**config.mk**
```make
export PLATFORM = sky130hd
export DESIGN_NAME = uart_core_cfg_flat
export DESIGN_NICKNAME = d
export VERILOG_FILES = /design/src/rtl/uart_core_cfg_if.sv /design/src/rtl/uart_core_cfg.sv /design/src/flat_wrapper.sv
export SDC_FILE = /design/constraint.sdc
export NUM_CORES = 1
export LEC_CHECK = 0
export ABC_AREA = 0
export CAP_MARGIN = 20
export CELL_PAD_IN_SITES_DETAIL_PLACEMENT = 1
export CELL_PAD_IN_SITES_GLOBAL_PLACEMENT = 2
export CORE_MARGIN = 1.5
export CORE_UTILIZATION = 31
export CTS_BUF_LIST = sky130_fd_sc_hd__clkbuf_4 sky130_fd_sc_hd__clkbuf_8 sky130_fd_sc_hd__clkbuf_16
export DETAILED_ROUTE_END_ITERATION = 7
export PLACE_DENSITY = 0.72
export SLEW_MARGIN = 0
export SYNTH_ARGS = -nofsm -noshare
export SYNTH_HDL_FRONTEND = slang
export SYNTH_SLANG_ARGS = --single-unit
```
**constraint.sdc**
```tcl
create_clock -name clk -period 1.6 [get_ports clk]
set_input_delay 0.32 -clock clk [delete_from_list [all_inputs] [get_ports clk]]
set_output_delay 0.32 -clock clk [all_outputs]
set_load 0.005 [all_outputs]
```
**src/rtl/uart_core_cfg_if.sv**
```systemverilog
// ---------------------------------------------------------------------------
// uart_core_cfg_if
//   System-side byte interface of the configurable UART core.
//
//   Handshake: the system offers a byte by holding newdata=1 with dintx
//   stable. The core takes it in any cycle where newdata=1 and txbusy=0.
//   txbusy rises the cycle after that and falls in the same cycle as the
//   one-cycle donetx pulse. newdata while txbusy=1 is ignored and is not
//   queued. donerx is a one-cycle pulse. doutrx, parity_err and frame_err
//   are valid in the donerx cycle and hold until the next donerx.
//
//   Signals:
//     dintx[7:0]   TX byte, LSB first; bits above DATA_BITS-1 are ignored
//     newdata      TX request
//     txbusy       transmitter owns a byte
//     donetx       end of the last stop bit
//     doutrx[7:0]  received byte, zero-extended
//     donerx       frame received
//     parity_err   parity mismatch on the last frame
//     frame_err    first stop bit sampled low on the last frame
//
//   Modports: master = system side, slave = UART core.
// ---------------------------------------------------------------------------
interface uart_core_cfg_if;
  logic [7:0] dintx;
  logic       newdata;
  logic       txbusy;
  logic       donetx;
  logic [7:0] doutrx;
  logic       donerx;
  logic       parity_err;
  logic       frame_err;

  modport master (
    output dintx, newdata,
    input  txbusy, donetx, doutrx, donerx, parity_err, frame_err
  );

  modport slave (
    input  dintx, newdata,
    output txbusy, donetx, doutrx, donerx, parity_err, frame_err
  );
endinterface

```
**src/rtl/uart_core_cfg.sv**
```systemverilog
// ---------------------------------------------------------------------------
// uart_core_cfg
//   Full-duplex UART with a compile-time frame format (5..8 data bits,
//   none/odd/even parity, 1 or 2 stop bits). TX and RX share one free-running
//   16x baud tick generator. RX synchronises the line with two flops, samples
//   mid-bit, rejects short start glitches and reports parity/framing errors.
//
//   Parameters:
//     CLK_FREQ   system clock in Hz
//     BAUD_RATE  serial bit rate in bit/s
//     DATA_BITS  5..8
//     PARITY     0 none, 1 odd, 2 even
//     STOP_BITS  1 or 2 (TX sends all, RX checks the first)
//
//   Ports:
//     clk     system clock, rising edge
//     rst     synchronous active-low reset
//     rx      serial input, asynchronous, idle high
//     tx      serial output, idle high (registered)
//     sys     byte interface (uart_core_cfg_if.slave)
//     tx_fsm  current TX FSM state encoding
//     rx_fsm  current RX FSM state encoding
// ---------------------------------------------------------------------------
module uart_core_cfg #(
  parameter int CLK_FREQ  = 1000000,
  parameter int BAUD_RATE = 9600,
  parameter int DATA_BITS = 8,
  parameter int PARITY    = 0,
  parameter int STOP_BITS = 1
) (
  input  logic            clk,
  input  logic            rst,
  input  logic            rx,
  output logic            tx,
  uart_core_cfg_if.slave  sys,
  output logic [2:0]      tx_fsm,
  output logic [2:0]      rx_fsm
);

  localparam int DIV_RAW = CLK_FREQ / (BAUD_RATE * 16);
  localparam int DIV     = (DIV_RAW < 1) ? 1 : DIV_RAW;
  localparam int CW      = (DIV > 1) ? $clog2(DIV) : 1;

  localparam logic [CW-1:0] DIV_LAST  = CW'(DIV - 1);
  localparam logic [7:0]    DATA_MASK = 8'((16'd1 << DATA_BITS) - 16'd1);
  localparam logic [2:0]    LAST_BIT  = 3'(DATA_BITS - 1);
  localparam logic [4:0]    STOP_LAST = 5'(16 * STOP_BITS - 1);
  localparam logic          PAR_ODD   = (PARITY == 1);

  // -------------------------------------------------------------------------
  // Baud tick: one-cycle pulse every DIV clocks, never stopped or re-phased
  // except by reset.
  // -------------------------------------------------------------------------
  logic [CW-1:0] div_cnt;
  logic          tick;

  always_ff @(posedge clk) begin
    if (!rst)                   div_cnt <= '0;
    else if (div_cnt == DIV_LAST) div_cnt <= '0;
    else                        div_cnt <= div_cnt + 1'b1;
  end

  assign tick = (div_cnt == DIV_LAST);

  // -------------------------------------------------------------------------
  // TX FSM. TX_ARM holds the accepted byte until the next tick so that the
  // start bit is exactly 16 full ticks long.
  // -------------------------------------------------------------------------
  typedef enum logic [2:0] {
    TX_IDLE   = 3'd0,
    TX_ARM    = 3'd1,
    TX_START  = 3'd2,
    TX_DATA   = 3'd3,
    TX_PARITY = 3'd4,
    TX_STOP   = 3'd5
  } tx_state_t;

  tx_state_t  tx_state, tx_state_d;
  logic [7:0] tx_shreg, tx_shreg_d;
  logic [4:0] tx_tcnt, tx_tcnt_d;
  logic [2:0] tx_bit, tx_bit_d;
  logic       tx_par, tx_par_d;
  logic       tx_q, tx_d;
  logic       donetx_q, donetx_d;

  always_comb begin
    tx_state_d = tx_state;
    tx_shreg_d = tx_shreg;
    tx_tcnt_d  = tx_tcnt;
    tx_bit_d   = tx_bit;
    tx_par_d   = tx_par;
    donetx_d   = 1'b0;

    case (tx_state)
      TX_IDLE: begin
        // IDLE implies txbusy=0, so newdata alone is an acceptance.
        if (sys.newdata) begin
          tx_shreg_d = sys.dintx & DATA_MASK;
          tx_par_d   = (^(sys.dintx & DATA_MASK)) ^ PAR_ODD;
          tx_state_d = TX_ARM;
        end
      end
      TX_ARM: begin
        if (tick) begin
          tx_tcnt_d  = '0;
          tx_state_d = TX_START;
        end
      end
      TX_START: begin
        if (tick) begin
          if (tx_tcnt == 5'd15) begin
            tx_tcnt_d  = '0;
            tx_bit_d   = '0;
            tx_state_d = TX_DATA;
          end else begin
            tx_tcnt_d = tx_tcnt + 5'd1;
          end
        end
      end
      TX_DATA: begin
        if (tick) begin
          if (tx_tcnt == 5'd15) begin
            tx_tcnt_d  = '0;
            tx_shreg_d = tx_shreg >> 1;
            if (tx_bit == LAST_BIT) begin
              tx_state_d = (PARITY != 0) ? TX_PARITY : TX_STOP;
            end else begin
              tx_bit_d = tx_bit + 3'd1;
            end
          end else begin
            tx_tcnt_d = tx_tcnt + 5'd1;
          end
        end
      end
      TX_PARITY: begin
        if (tick) begin
          if (tx_tcnt == 5'd15) begin
            tx_tcnt_d  = '0;
            tx_state_d = TX_STOP;
          end else begin
            tx_tcnt_d = tx_tcnt + 5'd1;
          end
        end
      end
      TX_STOP: begin
        if (tick) begin
          if (tx_tcnt == STOP_LAST) begin
            tx_tcnt_d  = '0;
            donetx_d   = 1'b1;
            tx_state_d = TX_IDLE;
          end else begin
            tx_tcnt_d = tx_tcnt + 5'd1;
          end
        end
      end
      default: tx_state_d = TX_IDLE;
    endcase

    // Line level is derived from the next state so the registered tx
    // changes in the same cycle as the state register.
    case (tx_state_d)
      TX_START:  tx_d = 1'b0;
      TX_DATA:   tx_d = tx_shreg_d[0];
      TX_PARITY: tx_d = tx_par_d;
      default:   tx_d = 1'b1;
    endcase
  end

  always_ff @(posedge clk) begin
    if (!rst) begin
      tx_state <= TX_IDLE;
      tx_shreg <= '0;
      tx_tcnt  <= '0;
      tx_bit   <= '0;
      tx_par   <= 1'b0;
      tx_q     <= 1'b1;
      donetx_q <= 1'b0;
    end else begin
      tx_state <= tx_state_d;
      tx_shreg <= tx_shreg_d;
      tx_tcnt  <= tx_tcnt_d;
      tx_bit   <= tx_bit_d;
      tx_par   <= tx_par_d;
      tx_q     <= tx_d;
      donetx_q <= donetx_d;
    end
  end

  assign tx         = tx_q;
  assign sys.txbusy = (tx_state != TX_IDLE);
  assign sys.donetx = donetx_q;
  assign tx_fsm     = tx_state;

  // -------------------------------------------------------------------------
  // RX line synchroniser and edge history. All reset high (idle line) so a
  // reset never fakes a falling edge.
  // -------------------------------------------------------------------------
  logic rx_m, rx_s, rx_prev;

  always_ff @(posedge clk) begin
    if (!rst) begin
      rx_m    <= 1'b1;
      rx_s    <= 1'b1;
      rx_prev <= 1'b1;
    end else begin
      rx_m    <= rx;
      rx_s    <= rx_m;
      rx_prev <= rx_s;
    end
  end

  // -------------------------------------------------------------------------
  // RX FSM. A frame only starts on a 1->0 edge of the synchronised line, so
  // after a break (line held low) nothing restarts until the line has been
  // high again.
  // -------------------------------------------------------------------------
  typedef enum logic [2:0] {
    RX_IDLE   = 3'd0,
    RX_START  = 3'd1,
    RX_DATA   = 3'd2,
    RX_PARITY = 3'd3,
    RX_STOP   = 3'd4
  } rx_state_t;

  rx_state_t  rx_state, rx_state_d;
  logic [3:0] rx_tcnt, rx_tcnt_d;
  logic [2:0] rx_bit, rx_bit_d;
  logic [7:0] rx_data, rx_data_d;
  logic       rx_par, rx_par_d;
  logic [7:0] doutrx_q, doutrx_d;
  logic       donerx_q, donerx_d;
  logic       perr_q, perr_d;
  logic       ferr_q, ferr_d;

  always_comb begin
    rx_state_d = rx_state;
    rx_tcnt_d  = rx_tcnt;
    rx_bit_d   = rx_bit;
    rx_data_d  = rx_data;
    rx_par_d   = rx_par;
    doutrx_d   = doutrx_q;
    donerx_d   = 1'b0;
    perr_d     = perr_q;
    ferr_d     = ferr_q;

    case (rx_state)
      RX_IDLE: begin
        if (rx_prev && !rx_s) begin
          rx_tcnt_d  = '0;
          rx_data_d  = '0;
          rx_state_d = RX_START;
        end
      end
      RX_START: begin
        if (tick) begin
          if (rx_tcnt == 4'd7) begin
            // Mid start bit: a high line here means the edge was a glitch.
            rx_tcnt_d = '0;
            rx_bit_d  = '0;
            rx_state_d = rx_s ? RX_IDLE : RX_DATA;
          end else begin
            rx_tcnt_d = rx_tcnt + 4'd1;
          end
        end
      end
      RX_DATA: begin
        if (tick) begin
          if (rx_tcnt == 4'd15) begin
            rx_tcnt_d          = '0;
            rx_data_d[rx_bit]  = rx_s;
            if (rx_bit == LAST_BIT) begin
              rx_state_d = (PARITY != 0) ? RX_PARITY : RX_STOP;
            end else begin
              rx_bit_d = rx_bit + 3'd1;
            end
          end else begin
            rx_tcnt_d = rx_tcnt + 4'd1;
          end
        end
      end
      RX_PARITY: begin
        if (tick) begin
          if (rx_tcnt == 4'd15) begin
            rx_tcnt_d  = '0;
            rx_par_d   = rx_s;
            rx_state_d = RX_STOP;
          end else begin
            rx_tcnt_d = rx_tcnt + 4'd1;
          end
        end
      end
      RX_STOP: begin
        if (tick) begin
          if (rx_tcnt == 4'd15) begin
            rx_tcnt_d  = '0;
            doutrx_d   = rx_data;
            perr_d     = (PARITY != 0) && (rx_par != ((^rx_data) ^ PAR_ODD));
            ferr_d     = !rx_s;
            donerx_d   = 1'b1;
            rx_state_d = RX_IDLE;
          end else begin
            rx_tcnt_d = rx_tcnt + 4'd1;
          end
        end
      end
      default: rx_state_d = RX_IDLE;
    endcase
  end

  always_ff @(posedge clk) begin
    if (!rst) begin
      rx_state <= RX_IDLE;
      rx_tcnt  <= '0;
      rx_bit   <= '0;
      rx_data  <= '0;
      rx_par   <= 1'b0;
      doutrx_q <= '0;
      donerx_q <= 1'b0;
      perr_q   <= 1'b0;
      ferr_q   <= 1'b0;
    end else begin
      rx_state <= rx_state_d;
      rx_tcnt  <= rx_tcnt_d;
      rx_bit   <= rx_bit_d;
      rx_data  <= rx_data_d;
      rx_par   <= rx_par_d;
      doutrx_q <= doutrx_d;
      donerx_q <= donerx_d;
      perr_q   <= perr_d;
      ferr_q   <= ferr_d;
    end
  end

  assign sys.doutrx     = doutrx_q;
  assign sys.donerx     = donerx_q;
  assign sys.parity_err = perr_q;
  assign sys.frame_err  = ferr_q;
  assign rx_fsm         = rx_state;

endmodule

```
**src/flat_wrapper.sv**
```systemverilog
// flat-port wrapper written by rule: the top's interface ports become plain ports
module uart_core_cfg_flat 
#(
  parameter int CLK_FREQ  = 1000000,
  parameter int BAUD_RATE = 9600,
  parameter int DATA_BITS = 8,
  parameter int PARITY    = 0,
  parameter int STOP_BITS = 1
)
  (clk, rst, rx, tx, tx_fsm, rx_fsm, sys_dintx, sys_newdata, sys_txbusy, sys_donetx, sys_doutrx, sys_donerx, sys_parity_err, sys_frame_err);
  uart_core_cfg_if sys_i ();
  input  logic clk;
  input  logic rst;
  input  logic rx;
  output logic tx;
  output logic [2:0] tx_fsm;
  output logic [2:0] rx_fsm;
  input wire logic [$bits(sys_i.dintx)-1:0] sys_dintx;
  input wire logic [$bits(sys_i.newdata)-1:0] sys_newdata;
  output wire logic [$bits(sys_i.txbusy)-1:0] sys_txbusy;
  output wire logic [$bits(sys_i.donetx)-1:0] sys_donetx;
  output wire logic [$bits(sys_i.doutrx)-1:0] sys_doutrx;
  output wire logic [$bits(sys_i.donerx)-1:0] sys_donerx;
  output wire logic [$bits(sys_i.parity_err)-1:0] sys_parity_err;
  output wire logic [$bits(sys_i.frame_err)-1:0] sys_frame_err;
  assign sys_i.dintx = sys_dintx;
  assign sys_i.newdata = sys_newdata;
  assign sys_txbusy = sys_i.txbusy;
  assign sys_donetx = sys_i.donetx;
  assign sys_doutrx = sys_i.doutrx;
  assign sys_donerx = sys_i.donerx;
  assign sys_parity_err = sys_i.parity_err;
  assign sys_frame_err = sys_i.frame_err;
  uart_core_cfg #(.CLK_FREQ(CLK_FREQ), .BAUD_RATE(BAUD_RATE), .DATA_BITS(DATA_BITS), .PARITY(PARITY), .STOP_BITS(STOP_BITS)) u_core (.clk(clk), .rst(rst), .rx(rx), .tx(tx), .sys(sys_i), .tx_fsm(tx_fsm), .rx_fsm(rx_fsm));
endmodule
```
**After elaboration in Yosys (flattened, before gate mapping)**

Cells that the tools add are included.

- Bits in registers: 56
- Bits of input ports: 12
- Output and inout port bits: 20
- Word-level logic and storage cells: 153

- Add/sub/neg operators: 5
- Magnitude comparators: 2
- Eq/ne operators: 38
- Muxes and demuxes: 62
- Bitwise operators: 1
- Reduce and logical (&&, ||, !) cells: 26

Operator list:

| kind | count |
|---|---|
| two-way mux 3 bit | 31 |
| two-way mux 8 bit | 6 |
| inequality test 2 x 1 -> 1 bit (second input constant) | 17 |
| one-hot mux 8 bit (2 select lines) | 2 |
| == test 3 bit (second input constant) | 7 |
| two-way mux 4 bit | 5 |
| == test 3 x 2 -> 1 bit (second input constant) | 6 |
| one-hot mux 3 bit (6 select lines) | 1 |
| two-way mux 5 bit | 3 |
| one-hot mux 3 bit (5 select lines) | 1 |
| one-hot mux 3 bit (2 select lines) | 2 |
| one-hot mux 4 bit (3 select lines) | 1 |
| AND reduction 3 bit | 4 |
| AND reduction 4 bit | 3 |
| AND reduction 6 bit | 2 |
| one-hot mux 5 bit (2 select lines) | 1 |
| AND reduction 10 bit | 1 |
| nonzero test 2 bit | 5 |
| adder 3 x 1 -> 3 bit (second input constant) | 3 |
| bitwise mux 8 bit | 1 |
| parity 8 bit | 1 |
| == test 3 x 1 -> 1 bit (second input constant) | 2 |
| logical NOT 3 bit | 2 |
| inequality test 2 bit (second input constant) | 3 |
| other kinds (18) | 24 |

**Logic depth before layout (Yosys ltp)**

- Depth after elaboration: 8
- Depth in mapped cells: 8
- Gate-level depth less buffers: 7

**Worst setup path before layout**

Ideal clock, no wire load.

- Kind: reg-to-reg
- Start point: reg u_core.tx_tcnt[0]
- End point: reg u_core.tx_q (netlist: u_core.tx)
- Setup time: 131 ps
- Data arrival time: 1,547 ps
- Data required time: 1,469 ps
- Path slack: -79 ps
- Cell stages (with the launch flop): 7
- Path buffers: 0
- Clock period less this slack: 1,679 ps
- Cell sequence: dfxtp_1 -> ha_1 -> and4b_1 -> a41oi_2 -> a221o_1 -> nor2_1 -> a311oi_1

- Longest elaborated chain between the ends: 6
- Elaborated cells on any way between the ends: 17
- Those cells by class: 4 x eq/ne; 13 x mux

RTL lines:

| what | RTL line | source |
|---|---|---|
| start, declared | uart_core_cfg.sv:80 | `logic [4:0] tx_tcnt, tx_tcnt_d;` |
| start signal, assigned | uart_core_cfg.sv:181 | `tx_tcnt <= tx_tcnt_d;` |
| == test 5 x 4 -> 1 bit (*) | n/a |  |
| two-way mux 3 bit, on equally long branches (2 in a row) | n/a |  |
| one-hot mux 3 bit (6 select lines) | uart_core_cfg.sv:94 | `case (tx_state)` |
| == test 3 bit or == test 3 x 2 -> 1 bit (tied branches) | uart_core_cfg.sv:161 | `case (tx_state_d)` |
| one-hot mux 1 bit (3 select lines) (*) | uart_core_cfg.sv:161 |  |
| end signal, assigned | uart_core_cfg.sv:184 | `tx_q <= tx_d;` |
| end, declared | uart_core_cfg.sv:83 | `logic tx_q, tx_d;` |

Every way passes the cells marked *; elsewhere a longest branch is shown, timed or not. The select of a mux whose other input is x is not followed.
A chain may end at the register's enable or synchronous reset.

**Worst setup path after layout**

- Start point: reg u_core.div_cnt[1]
- End point: reg u_core.rx_state[0] (netlist: u_core.rx_fsm[0])

- Longest elaborated chain between the ends: 3
- Elaborated cells on any way between the ends: 6
- Those cells by class: 5 x eq/ne; 1 x reduce/logical

RTL lines:

| what | RTL line | source |
|---|---|---|
| start, declared | uart_core_cfg.sv:54 | `logic [CW-1:0] div_cnt;` |
| start signal, assigned | uart_core_cfg.sv:60 | `else div_cnt <= div_cnt + 1'b1;` |
| == test 3 bit (*) | uart_core_cfg.sv:63 | `assign tick = (div_cnt == DIV_LAST);` |
| inequality test 2 x 1 -> 1 bit (no line) | n/a |  |
| AND reduction 10 bit (no line) (*) | n/a |  |
| end signal, assigned | uart_core_cfg.sv:322 | `rx_state <= rx_state_d;` |
| end, declared | uart_core_cfg.sv:225 | `rx_state_t rx_state, rx_state_d;` |

Every way passes the cells marked *; elsewhere a longest branch is shown, timed or not.

==> results_dict.tcl <==
set metrics [dict create \
    antenna_found_initial 0 \
    drtIter0Drc 43 \
    fp-row-count 34 \
    total_switching_power_w 0.000706 \
    muxShareOfSynthArea 0.0502 \
    seq_area_frac_synth 0.398 \
    synth_area_per_inst_um2 8.59 \
    criticalPathCategory "flop to flop" \
    route.antenna.remaining_nets 0 \
    avgViaCountPerCell 5.00 \
    final_design_area_no_fill_um2 4340 \
    ioPinCount 32 \
    setup_viol_count_final 17 \
    synth_top_family_by_area "simple AND/OR/NAND/NOR gates" \
    hold_slack_ns 0.450 \
    gp_congestion 0.784 \
    layout_min_cycle_time_ns 1.75 \
    proportion_of_synthesized_flip_flops_having_asynchronous_set_or_reset 0 \
    htree_num_levels 2 \
    syn-instance-count 328 \
    hold_path_end "u_core.rx_s" \
    tightest_hold_check_type "flop to flop" \
    number_of_flops_mapped_to_enable_cells_by_yosys 0 \
    worst_setup_sp "u_core.div_cnt[1]" \
    grt_pass1_wl_mm 13.2 \
    setup_repair_after_global_routing_missed_its_margin "true" \
    root_buffer "sky130_fd_sc_hd__clkbuf_8" \
    place_area_um2 3650 \
    routed_wirelength_mm 8.10 \
    gr-usage-all-layers 0.164 \
    leakage_dissipation_nw 1.76 \
    area_share_of_xor_xnor_cells_in_the_synthesized_design 0.0218 \
    vdd_drop_max_mv 0.292 \
    die_ar_um2 9670 \
    drt_drc_violations_left 0 \
    yosys_warnings 0 \
    layout.core_utilization 0.495 \
    compound_gate_portion_of_the_synthesized_area 0.180 \
    max_cap_violations 0 \
    post-layout-total-power_w 0.00264 \
    cp.required_ns 1.82 \
    critical_path_source_type "flop" \
    path_clk_slew_ns 0.10 \
    grt_max_degree 20 \
    final.setup.tns_ns -0.967 \
    setup_slack_ns -0.145 \
    synth.cell_area_um2 2820 \
    share_clk_of_total_power 0.315 \
    synth.ff_latch_count 56 \
    crit_path_largest_cell_delay_ns 0.34 \
    fin_crit_sh 1.09 \
    timing.reg2reg.worst_path_depth 7 \
    critical_path.reg2reg.endpoint "u_core.rx_fsm[0]" \
    hold_viol_final 0 \
    internal_power_w 0.00193 \
    layout.nets 456 \
    dpl.hpwl_mm 5.45 \
    crit_path_top_delay_cell "sky130_fd_sc_hd__dfxtp_2" \
    r2r_start "u_core.div_cnt[1]" \
    final.setup_skew_ns 0.00752 \
    cts.sink_count 56 \
    die_w_um 98.3 \
    final_layout_size_suffix_gt1_frac 0.422 \
    layout_commonest_cell "sky130_fd_sc_hd__buf_4" \
    critical_path.endpoint_type "flop" \
    via_count_of_the_first_global_routing_pass 2767 \
    grt_overflow_total 0 \
    clock_path_buffers 2 \
    synth_cell_types 54 \
    outcome "finished with violations" \
    drtPass1Iterations 4 \
    share_seq_of_total_power 0.546 \
    dr_total_vias 2718 \
    final-max-slew-violation-count 0 \
    worst_skew_pair.late_latency_ns 0.31 \
    chipHeight_um 98.3 \
    ff2ff_setup_slack_ns -0.15 \
    commonest_cells_after_routing_fill_and_taps_aside "sky130_fd_sc_hd__buf_4, sky130_fd_sc_hd__dfxtp_1, sky130_fd_sc_hd__nor2_1, sky130_fd_sc_hd__a21oi_1, sky130_fd_sc_hd__clkdlybuf4s50_1" \
    post_detailed_route_wirelength_per_cell_um 14.9 \
    synth_ff_type "sky130_fd_sc_hd__dfxtp_1" \
    hold_path_startpoint "u_core.rx_m" \
    failed_checks "negative setup slack" \
    area_share_of_and_or_nand_nor_cells_after_synthesis 0.266 \
    crit_fanout 5 \
    post_synth_fa_ha_maj_area_fraction 0.0400 \
    io_buffers 30 \
    effective_utilization_at_floorplan 0.321 \
    worst_ep_arrival_time_ns 1.96 \
    synthToLayoutAreaGrowth_pct 54.0 \
    combPwrFrac 0.139 \
    cts_inserted_buffers 5 \
    floorplan_core_area_um2 8760 \
    n_antenna_cell 0 \
    cell_depth_of_the_worst_min_delay_path 1 \
    number_of_nets_produced_by_synthesis 349 \
    cts.hold.buffers_added 0 \
    power.switching_fraction 0.268 \
    tritoncts_clock_tree "built" \
    power_density_nw_per_um2 608 \
    crit_path_cell_trace "inv_2, ha_4, nand4_1, o21ai_1, a32oi_1, o221a_2, o31ai_1" \
    fmaxAchievable_ghz 0.573 \
]
[synthesized netlist by cell type (2+ instances only)]
cell | number | area share
sky130_fd_sc_hd__xnor2_1 | 6 | 0.019
sky130_fd_sc_hd__ha_1 | 9 | 0.040
sky130_fd_sc_hd__nor2b_1 | 4 | 0.0089
sky130_fd_sc_hd__nand3b_1 | 2 | 0.0053
sky130_fd_sc_hd__clkbuf_1 | 8 | 0.011
sky130_fd_sc_hd__buf_4 | 3 | 0.0080
sky130_fd_sc_hd__nor3b_1 | 4 | 0.011
sky130_fd_sc_hd__dfxtp_1 | 56 | 0.40
sky130_fd_sc_hd__a21oi_1 | 38 | 0.068
sky130_fd_sc_hd__a31oi_1 | 2 | 0.0044
sky130_fd_sc_hd__nand3_1 | 16 | 0.028
sky130_fd_sc_hd__o211ai_1 | 2 | 0.0053
sky130_fd_sc_hd__a211oi_1 | 2 | 0.0053
sky130_fd_sc_hd__nor3_1 | 3 | 0.0053
sky130_fd_sc_hd__buf_2 | 7 | 0.012
sky130_fd_sc_hd__mux2i_1 | 13 | 0.046
sky130_fd_sc_hd__nand2b_1 | 11 | 0.024
sky130_fd_sc_hd__o21ai_2 | 3 | 0.0093
sky130_fd_sc_hd__inv_1 | 6 | 0.0080
sky130_fd_sc_hd__nor2_1 | 40 | 0.053
sky130_fd_sc_hd__or3_1 | 7 | 0.016
sky130_fd_sc_hd__a22oi_1 | 6 | 0.016
sky130_fd_sc_hd__o31ai_1 | 2 | 0.0053
sky130_fd_sc_hd__nand2_1 | 23 | 0.031
sky130_fd_sc_hd__and3_1 | 3 | 0.0067
sky130_fd_sc_hd__nand4_1 | 5 | 0.011
sky130_fd_sc_hd__o21ai_0 | 16 | 0.028
sky130_fd_sc_hd__and2_1 | 5 | 0.011
[logic make-up (layout without fill, tap and decap cells)]
group,Yosys count,after routing
AOI/OAI and AO/OA,80,80
xor gates and xnor gates,7,7
adders and majority gates,9,9
buffers and inverters,25,133
DFF,56,56
muxes,14,14
other,1,1
and+or+nand+nor,136,136
[worst max-delay path by stage]
stage | to | cells past startpoint
3_3_place_gp | u_core.tx | 6
5_1_grt | u_core.rx_data[3] | 8
6_report | u_core.rx_fsm[0] | 7
4_1_cts | u_core.tx | 7
3_5_place_dp | u_core.rx_data[4] | 7
2_1_floorplan | u_core.tx | 6
[sequential cells by signal, summed over array words and instances, names as in the netlist]
signal,count
u_core.tx_par,1
u_core.div_cnt,3
u_core.rx_fsm,3
u_core.rx_data,8
u_core.tx_bit,3
u_core.rx_m,1
u_core.tx_shreg,8
u_core.rx_s,1
u_core.rx_prev,1
u_core.tx,1
u_core.sys.donetx,1
u_core.tx_tcnt,5
u_core.sys.donerx,1
u_core.rx_bit,3
u_core.rx_tcnt,4
u_core.sys.doutrx,8
u_core.sys.frame_err,1
u_core.tx_fsm,3
[layer usage]
layer	vias up	routed length, µm	GRT usage
li1	1377	-	-
met1	1307	3690	0.213
met2	28	4170	0.287
met3	6	153	0.0243
met4	0	79	0.0368
met5	-	0	0
[repair_timing]
| action | CTS | global route |
|---|---|---|
| setup endpoints to repair | 42 | 47 |
| setup buffers | 14 | 12 |
| pin swaps | 24 | 38 |
| resized for setup | 50 | 71 |
[area by class of cell]
class | instances | area, µm²
tap | 108 | 135
sequential | 56 | 1150
multi-input combinational | 247 | 1910
clock buffer | 5 | 68.8
inverter | 6 | 22.5
timing repair buffer | 119 | 1020
fill | 1011 | 4430
clock inverter | 3 | 25.0
[per-stage QoR]
| stage | setup slack [ns] | std cells |
|---|---|---|
| 5_1_grt | -0.226 | 544 |
| 3_5_place_dp | -0.250 | 511 |
| 6_report | -0.145 | 544 |
| 3_3_place_gp | -0.228 | 511 |
| 2_1_floorplan | -0.00348 | 328 |
| 4_1_cts | -0.0748 | 532 |
[power by group through the flow]
stage,combinational [W],sequential [W],clock (W)
5_1_grt,0.000403,0.00144,0.000927
4_1_cts,0.000321,0.00144,0.000882
3_5_place_dp,0.000286,0.00148,0
2_1_floorplan,0.000155,0.00147,0
6_report,0.000367,0.00144,0.000832
3_3_place_gp,0.000283,0.00148,0
[critical path, delay by kind of cell, from the launching register on]
kind	cells	cell delay (ns)
adders and majority gates	1	0.15
buffers and inverters	1	0.05
AOI/OAI and AO/OA	4	0.89
and+or+nand+nor	1	0.24
DFF	1	0.34
Power figures use the tool's default switching activity.
